### src/rtl/serial_add_pkg.sv
// Shared state encoding and width limits for the bit-serial add/subtract engine.
package serial_add_pkg;

    typedef enum logic [1:0] {
        S_IDLE,
        S_RUN,
        S_DONE
    } sa_state_t;

    localparam int SA_MIN_WIDTH = 2;
    localparam int SA_MAX_WIDTH = 32;

endpackage

### src/rtl/fa_module.sv
// Combinational single-bit full adder cell, sequenced by serial_add_ctrl.
module fa_module (
    input  logic a,
    input  logic b,
    input  logic cin,
    output logic s,
    output logic cout
);

    assign s    = a ^ b ^ cin;
    assign cout = (a & b) | (a & cin) | (b & cin);

endmodule

### src/rtl/serial_add_ctrl.sv
// Bit-serial add/subtract: one full-adder cell stepped over WIDTH bits, LSB first,
// with valid/ready handshakes on both the operand and the result side.
module serial_add_ctrl
    import serial_add_pkg::*;
#(
    parameter int WIDTH = 8
) (
    input  logic             clk,
    input  logic             rst,
    input  logic             in_valid,
    output logic             in_ready,
    input  logic [WIDTH-1:0] a,
    input  logic [WIDTH-1:0] b,
    input  logic             sub,
    output logic             out_valid,
    input  logic             out_ready,
    output logic [WIDTH-1:0] sum,
    output logic             cout,
    output logic             ovf
);

    localparam int CNT_W = $clog2(WIDTH);
    localparam logic [CNT_W-1:0] CNT_LAST = CNT_W'(WIDTH - 1);

    generate
        if (WIDTH < SA_MIN_WIDTH || WIDTH > SA_MAX_WIDTH) begin : g_bad_width
            $error("serial_add_ctrl: WIDTH must be within 2..32");
        end
    endgenerate

    sa_state_t        state_reg;
    sa_state_t        state_next;
    logic [WIDTH-1:0] a_sh_reg;
    logic [WIDTH-1:0] b_sh_reg;
    logic [WIDTH-1:0] res_reg;
    logic             carry_reg;
    logic [CNT_W-1:0] cnt_reg;
    logic             cout_reg;
    logic             ovf_reg;

    logic [WIDTH-1:0] b_eff;
    logic             fa_s;
    logic             fa_cout;
    logic             last_bit;

    // Subtraction is a + ~b + 1: invert B here, the +1 comes from the preset carry FF.
    generate
        for (genvar gi = 0; gi < WIDTH; gi++) begin : g_b_inv
            assign b_eff[gi] = b[gi] ^ sub;
        end
    endgenerate

    fa_module u_fa (
        .a    (a_sh_reg[0]),
        .b    (b_sh_reg[0]),
        .cin  (carry_reg),
        .s    (fa_s),
        .cout (fa_cout)
    );

    assign last_bit  = (cnt_reg == CNT_LAST);
    assign in_ready  = (state_reg == S_IDLE);
    assign out_valid = (state_reg == S_DONE);
    assign sum       = res_reg;
    assign cout      = cout_reg;
    assign ovf       = ovf_reg;

    always_comb begin
        state_next = state_reg;
        case (state_reg)
            S_IDLE:  if (in_valid) state_next = S_RUN;
            S_RUN:   if (last_bit) state_next = S_DONE;
            S_DONE:  if (out_ready) state_next = S_IDLE;
            default: state_next = S_IDLE;
        endcase
    end

    always_ff @(posedge clk) begin
        if (rst) begin
            state_reg <= S_IDLE;
            a_sh_reg  <= '0;
            b_sh_reg  <= '0;
            res_reg   <= '0;
            carry_reg <= 1'b0;
            cnt_reg   <= '0;
            cout_reg  <= 1'b0;
            ovf_reg   <= 1'b0;
        end else begin
            state_reg <= state_next;
            case (state_reg)
                S_IDLE: begin
                    if (in_valid) begin
                        a_sh_reg  <= a;
                        b_sh_reg  <= b_eff;
                        carry_reg <= sub;
                        cnt_reg   <= '0;
                    end
                end
                S_RUN: begin
                    res_reg   <= {fa_s, res_reg[WIDTH-1:1]};
                    a_sh_reg  <= {1'b0, a_sh_reg[WIDTH-1:1]};
                    b_sh_reg  <= {1'b0, b_sh_reg[WIDTH-1:1]};
                    carry_reg <= fa_cout;
                    cnt_reg   <= cnt_reg + CNT_W'(1);
                    // On the MSB step carry_reg still holds the carry into the MSB.
                    if (last_bit) begin
                        cout_reg <= fa_cout;
                        ovf_reg  <= carry_reg ^ fa_cout;
                    end
                end
                default: ;
            endcase
        end
    end

endmodule

### config.mk
export PLATFORM = sky130hd
export DESIGN_NAME = serial_add_ctrl
export DESIGN_NICKNAME = d
export VERILOG_FILES = /design/src/rtl/serial_add_pkg.sv /design/src/rtl/fa_module.sv /design/src/rtl/serial_add_ctrl.sv
export SDC_FILE = /design/constraint.sdc
export NUM_CORES = 1
export LEC_CHECK = 0
export CAP_MARGIN = 20
export CELL_PAD_IN_SITES_DETAIL_PLACEMENT = 1
export CELL_PAD_IN_SITES_GLOBAL_PLACEMENT = 1
export CORE_AREA = 2 2 73 75
export DETAILED_ROUTE_END_ITERATION = 6
export DIE_AREA = 0 0 75 77
export PLACE_DENSITY_LB_ADDON = 0.1
export SYNTH_ARGS = -nofsm -noshare
export SYNTH_HDL_FRONTEND = slang
export SYNTH_SLANG_ARGS = --single-unit
### constraint.sdc
create_clock -name clk -period 1.6 [get_ports clk]
set_input_delay 0.32 -clock clk [delete_from_list [all_inputs] [get_ports clk]]
set_output_delay 0.32 -clock clk [all_outputs]
set_load 0.1 [all_outputs]
==> results of run 1 <==
layout by cell type, fill, tap and decap left out, types with 3 or more instances in the layout:
| master | netlist | routed |
|---|---|---|
| a21oi_2 | 8 | 8 |
| buf_4 | 3 | 8 |
| a22oi_1 | 11 | 11 |
| buf_12 | 0 | 13 |
| nor2_1 | 20 | 19 |
| o2bb2ai_1 | 5 | 5 |
| xnor2_1 | 7 | 7 |
| o22ai_1 | 10 | 10 |
| nand2b_1 | 3 | 3 |
| dfxtp_1 | 32 | 30 |
| clkbuf_8 | 0 | 6 |
| clkdlybuf4s50_1 | 0 | 20 |
| nand2_1 | 16 | 16 |
| a211oi_1 | 9 | 9 |
cell type report:
class / count / share of cell area [%]
multi-input cells: 107 / 34.71
flip-flops and latches: 32 / 31.13
repair buffers: 41 / 25.20
clock buffers: 8 / 4.361
well taps: 70 / 4.240
inverters: 2 / 0.3634
Yosys cell counts (all sizes together):
cell type	n	area, um^2
dfxtp	32	640.6
nor2	20	75.07
nand2	17	66.32
a22oi	11	82.58
a21oi	10	80.08
o22ai	10	62.56
a211oi	9	67.56
buf	8	62.55
xnor2	7	61.31
o2bb2ai	5	43.79
clkbuf	4	15.01
nand2b	3	18.77
ha	2	25.02
inv	2	7.510
mux2i	2	20.02
xor2	2	17.52
and2b	1	7.510
fa	1	20.02
nand3	1	5.000
nand3b	1	7.510
nor2b	1	6.260
nor3b	1	12.51
o21ba	1	10.01
o21bai	1	11.26
or2b	1	8.760
path summary, 6_finish.rpt:
kind                                            endpoint                 startpoint  slack (ps)  cells after the start
worst min-delay path            a_sh_reg[6]$_SDFFE_PP0P_   a_sh_reg[6]$_SDFFE_PP0P_         500                      2
worst max register to register  b_sh_reg[4]$_SDFFE_PP0P_  state_reg[0]$_SDFFE_PP0P_         270                      3
worst min register to register  a_sh_reg[6]$_SDFFE_PP0P_   a_sh_reg[6]$_SDFFE_PP0P_         500                      2
worst max-delay path            b_sh_reg[4]$_SDFFE_PP0P_                   in_valid         110                      4
worst max-delay path: cells and delay by family:
kind	cells	cell delay [ps]
AO/OA/AOI/OAI	3	870
buffers and inverters	1	490
what timing repair did:
action	in CTS	in global routing
buffers inserted	0	0
endpoints found under the setup margin	0	2
resized for setup	0	2
where the power goes:
group | switching, mW | internal (mW)
logic | 0.162 | 0.153
clock network | 0.289 | 0.350
registers | 0.0327 | 0.841
total | 0.484 | 1.34
logic make-up after synthesis:
logic type / after synthesis / share of synthesized area, %
muxes: 2 / 1.395
DFF: 32 / 44.64
AOI/OAI and AO/OA: 47 / 24.93
xor gates and xnor gates: 9 / 5.493
adders and majority gates: 3 / 3.138
and+or+nand+nor: 46 / 14.47
buffers and inverters: 14 / 5.928
through the flow:
stage	setup TNS [ps]	hold slack (ps)	std cells
after CTS	0	511.4	260
after global placement	-822.7	487.3	252
after floorplan	0	468.3	153
after global routing	-14.73	529.0	260
final	0	503.4	260
after detailed placement	-1261	500.8	252
per-layer routing:
| metal | part of all wire (%) | global-route usage [%] |
|---|---|---|
| met1 | 45 | 16.19 |
| met2 | 48 | 21.67 |
| met3 | 4.9 | 3.811 |
| met4 | 2.7 | 7.500 |
| met5 | 0 | 0 |
==> flow_metrics.py, run 1 <==
metrics = {
    "die": {
        "initial_core_util_pct": 28.83,
        "rows": 26,
        "num_io_pins": 33,
        "design.core.area_um2": 4977,
        "die-area_um2": 5775,
        "fp.dieW_um": 75,
        "die_y_um": 77,
    },
    "setup_path": {
        "cp_data_arrival_time_ps": 1690,
        "worstPathCellList": "clkdlybuf4s50_1, o21bai_2, a22oi_1, o22ai_1",
        "critPathMaxFanout": 13,
        "cp-end-kind": "register",
        "critPathSlowestCell": "clkdlybuf4s50_1",
        "max_stage_delay_ps": 490,
        "cp-start-kind": "primary input",
        "crit_required_ps": 1800,
        "critical_path_class": "in -> reg",
    },
    "timing": {
        "hold_violations": 0,
        "tightest_slew_ps": 560.5,
        "fin_crit_ps": 1487,
        "skew_ps": 5.135,
        "setup_viol": 0,
        "finalCritPeriodShare_pct": 92.95,
        "rsz0062_at_grt": "yes",
        "slew_headroom_pct": 62.61,
        "max_clock_freq_mhz": 672.4,
        "layout_setup_ws_ps": 112.7,
        "final_max_slew_viol_count": 0,
    },
    "flow_run": {
        "drv_cap": 0,
    },
    "clock_network": {
        "numCtsBuffers": 5,
        "worstSkewPairLatency_ps": 290,
        "clock-root-buffer": "clkbuf_8",
        "clockBufferDepth": 2,
        "ctsHoldBuffers": 0,
        "clock_sinks": 32,
        "cts_tree": "built",
        "path_clk_slew_ps": 60,
        "h-tree-depth": 2,
    },
    "global_route": {
        "grt_max_degree": 19,
        "grt_pass1_wl_um": 5996,
        "antenna_found_initial": 0,
        "grt_overflow": 0,
        "track_usage_pct": 13.65,
        "grt_pass1_vias": 1283,
    },
    "synth": {
        "synth.ff_latch_count": 32,
        "synth_nets": 177,
        "synth_cells": 153,
        "syn_area_per_cell_um2": 9.380,
        "yosysSeqAreaShare_pct": 44.64,
        "synth_warnings": 0,
        "syn_area_um2": 1435,
        "yosysUniqueCellTypes": 31,
    },
    "routing": {
        "num_vias": 1228,
        "routed_via_density": 4.723,
        "firstDrtPassIters": 4,
        "drc": 0,
        "drtAntennaViolNets": 0,
        "wl_per_cell_um": 13.43,
        "dr.first_iter.drc_count": 61,
        "wirelength_um": 3493,
    },
    "power_and_ir_drop": {
        "leakagePower_nw": 0.7533,
        "p_total_mw": 1.828,
        "powerDensity_nw_per_um2": 884.8,
        "peakVddDrop_v": 0.0003629,
    },
    "layout": {
        "drive_gt1_share_pct": 22.63,
        "final_core_util_pct": 41.50,
        "fillers": 568,
        "diodes": 0,
        "area_growth_pct": 43.94,
        "stdcell_area_um2": 2066,
        "multiInputGateArea_um2": 716.9,
        "nNetsFinal": 213,
        "seq_area_um2": 643.1,
    },
    "place": {
        "place_area_um2": 1973,
        "finalWeightedCongestion": 0.7512,
        "pre_cts_ws_ps": -183.8,
        "hpwlAfterDp_um": 2668,
        "io_buffer_count": 32,
    },
    "min_path": {
        "hold_class": "reg -> reg",
    },
    "run_status": {
        "status": "complete, no violations",
    },
}
No activity file was read; power rests on OpenSTA's default activity.
==> run 2: changes to the inputs <==
--- a/config.mk
+++ b/config.mk
@@ -5,7 +5,7 @@
 export SDC_FILE = /design/constraint.sdc
 export NUM_CORES = 1
 export LEC_CHECK = 0
-export CAP_MARGIN = 20
+export CAP_MARGIN = 40
 export CELL_PAD_IN_SITES_DETAIL_PLACEMENT = 1
 export CELL_PAD_IN_SITES_GLOBAL_PLACEMENT = 1
 export CORE_AREA = 2 2 73 75
==> results of run 2 <==
No change in the layout: final DEF, timing and power equal those of run 1.
==> run 3: changes to the inputs <==
--- a/config.mk
+++ b/config.mk
@@ -8,9 +8,9 @@
 export CAP_MARGIN = 40
 export CELL_PAD_IN_SITES_DETAIL_PLACEMENT = 1
 export CELL_PAD_IN_SITES_GLOBAL_PLACEMENT = 1
-export CORE_AREA = 2 2 73 75
+export CORE_AREA = 4 4 75 77
 export DETAILED_ROUTE_END_ITERATION = 6
-export DIE_AREA = 0 0 75 77
+export DIE_AREA = 0 0 79 81
 export PLACE_DENSITY_LB_ADDON = 0.1
 export SYNTH_ARGS = -nofsm -noshare
 export SYNTH_HDL_FRONTEND = slang
==> run 3 against run 2 <==
  * Flip-flop and latch count is the same
  * Clock-buffer cell count shrank 2
  * Die area grew 11%
  * Critical endpoint is now out_valid
==> flow_metrics.py, run 3 (same netlist as run 1, synthesis figures left out) <==
metrics = {
    "timing": {
        "layout_setup_ws_ps": 29.97,
        "fin_crit_ps": 1570,
        "final_max_slew_viol_count": 0,
        "fin_tns_setup_ps": 0,
        "max_clock_freq_mhz": 636.9,
        "holdWs_ps": 506.3,
        "rsz0062_at_grt": "yes",
        "hold_violations": 0,
        "tightest_slew_ps": 560.1,
        "slew_headroom_pct": 62.64,
        "finalCritPeriodShare_pct": 98.13,
        "setup_viol": 0,
        "skew_ps": 6.017,
    },
    "setup_path": {
        "cp_top_family": "flip-flops",
        "worst-path-buf-inv": 1,
        "cp_data_arrival_time_ps": 1250,
        "cp-end-kind": "output pin",
        "critPathMaxFanout": 10,
        "max_stage_delay_ps": 520,
        "cp-start-kind": "register",
        "critPathSlowestCell": "dfxtp_1",
        "crit_required_ps": 1280,
        "critical_path_class": "reg -> out",
        "worstPathCellList": "and2b_1, buf_12",
    },
    "clock_network": {
        "clock_sinks": 32,
        "clockBufferDepth": 2,
        "clock-root-buffer": "clkbuf_8",
        "path_clk_slew_ps": 60,
        "h-tree-depth": 2,
        "cts_tree": "built",
        "numCtsBuffers": 5,
        "post_cts_buffers": 0,
        "worstSkewPairLatency_ps": 280,
    },
    "power_and_ir_drop": {
        "peakVddDrop_v": 0.0003461,
        "p_total_mw": 1.821,
        "powerDensity_nw_per_um2": 889.6,
        "leakagePower_nw": 0.7490,
    },
    "global_route": {
        "grt_max_degree": 20,
        "grt_overflow": 0,
        "track_usage_pct": 12.43,
        "antenna_found_initial": 0,
        "grt_pass1_vias": 1321,
        "grt_pass1_wl_um": 6230,
    },
    "layout": {
        "drive_gt1_share_pct": 22.75,
        "fillers": 592,
        "fin_cells": 259,
        "mostFrequentLayoutCell": "dfxtp_1",
        "diodes": 0,
        "seq_area_um2": 641.9,
        "multiInputGateArea_um2": 716.9,
        "area_growth_pct": 42.63,
        "final_cell_mix": "dfxtp_1 (31), clkdlybuf4s50_1 (20), nor2_1 (19)",
        "nNetsFinal": 212,
    },
    "routing": {
        "num_vias": 1229,
        "routed_via_density": 4.745,
        "drc": 0,
        "drtAntennaViolNets": 0,
        "dr.first_iter.drc_count": 45,
        "wl_per_cell_um": 13.92,
        "firstDrtPassIters": 4,
        "wirelength_um": 3605,
    },
    "run_status": {
        "status": "complete, no violations",
    },
    "die": {
        "die_y_um": 81,
        "design.core.area_um2": 5010,
        "fp.dieW_um": 79,
        "rows": 26,
        "num_io_pins": 33,
        "die-area_um2": 6399,
        "initial_core_util_pct": 28.65,
    },
    "place": {
        "hpwlAfterDp_um": 2622,
        "io_buffer_count": 32,
        "placedCellCount": 251,
        "finalWeightedCongestion": 0.6915,
        "pre_cts_ws_ps": -228.7,
    },
    "flow_run": {
        "drv_cap": 0,
    },
    "min_path": {
        "hold_class": "reg -> reg",
    },
}
[run 3: cell count changes in the layout (fill, tap and decap cells not counted), sizes merged]
cell	change
clkbuf	-2
clkinv	+2
buf	-1
[run 3: what timing repair did]
item,4_1_cts,5_1_grt
pin swaps,0,0
gates resized for setup,1,0
cloned,0,0
hold buffers,0,0
endpoints found under the setup margin,1,9
[run 3: metal layers]
| metal | global-route usage, % | vias up | share of wire (%) |
|---|---|---|---|
| met2 | 20.54 | 24 | 50 |
| met1 | 15.00 | 592 | 45 |
| li1 | - | 609 | - |
| met3 | 4.878 | 4 | 4.1 |
| met5 | 0 | - | 0 |
| met4 | 3.608 | 0 | 1.0 |
[run 3: final timing paths]
check                                                from                  endpoint  slack [ps]  depth (start not counted)
worst max register to register  state_reg[0]$_SDFFE_PP0P_  a_sh_reg[3]$_SDFFE_PP0P_         200                          4
worst max-delay path            state_reg[0]$_SDFFE_PP0P_                 out_valid          30                          2
worst min register to register           ovf$_SDFFE_PP0P_          ovf$_SDFFE_PP0P_         510                          2
worst min-delay path                     ovf$_SDFFE_PP0P_          ovf$_SDFFE_PP0P_         510                          2
[run 3: cell type report]
class,count,area share (%)
flip-flops and latches,32,31.36
multi-input cells,107,35.02
inverters,2,0.3667
clock inverters,2,0.4890
well taps,70,4.279
repair buffers,40,24.45
clock buffers,6,4.034
[run 3: report_power, final]
| group | internal (mW) | switching [mW] |
|---|---|---|
| combinational | 0.148 | 0.162 |
| sequential | 0.840 | 0.0328 |
| clock | 0.343 | 0.296 |
[run 3: worst min-delay path: stages, from the launching register on]
cell and delay (ps):
dfxtp_1 340, nand2_1 70, a21oi_1 50
[run 3: stage by stage]
step	util [%]	instance area [um^2]
floorplan	-	1443
global placement	38.99	1953
detailed placement	38.99	1953
CTS	40.86	2047
global route	40.86	2047
finish	40.86	2047
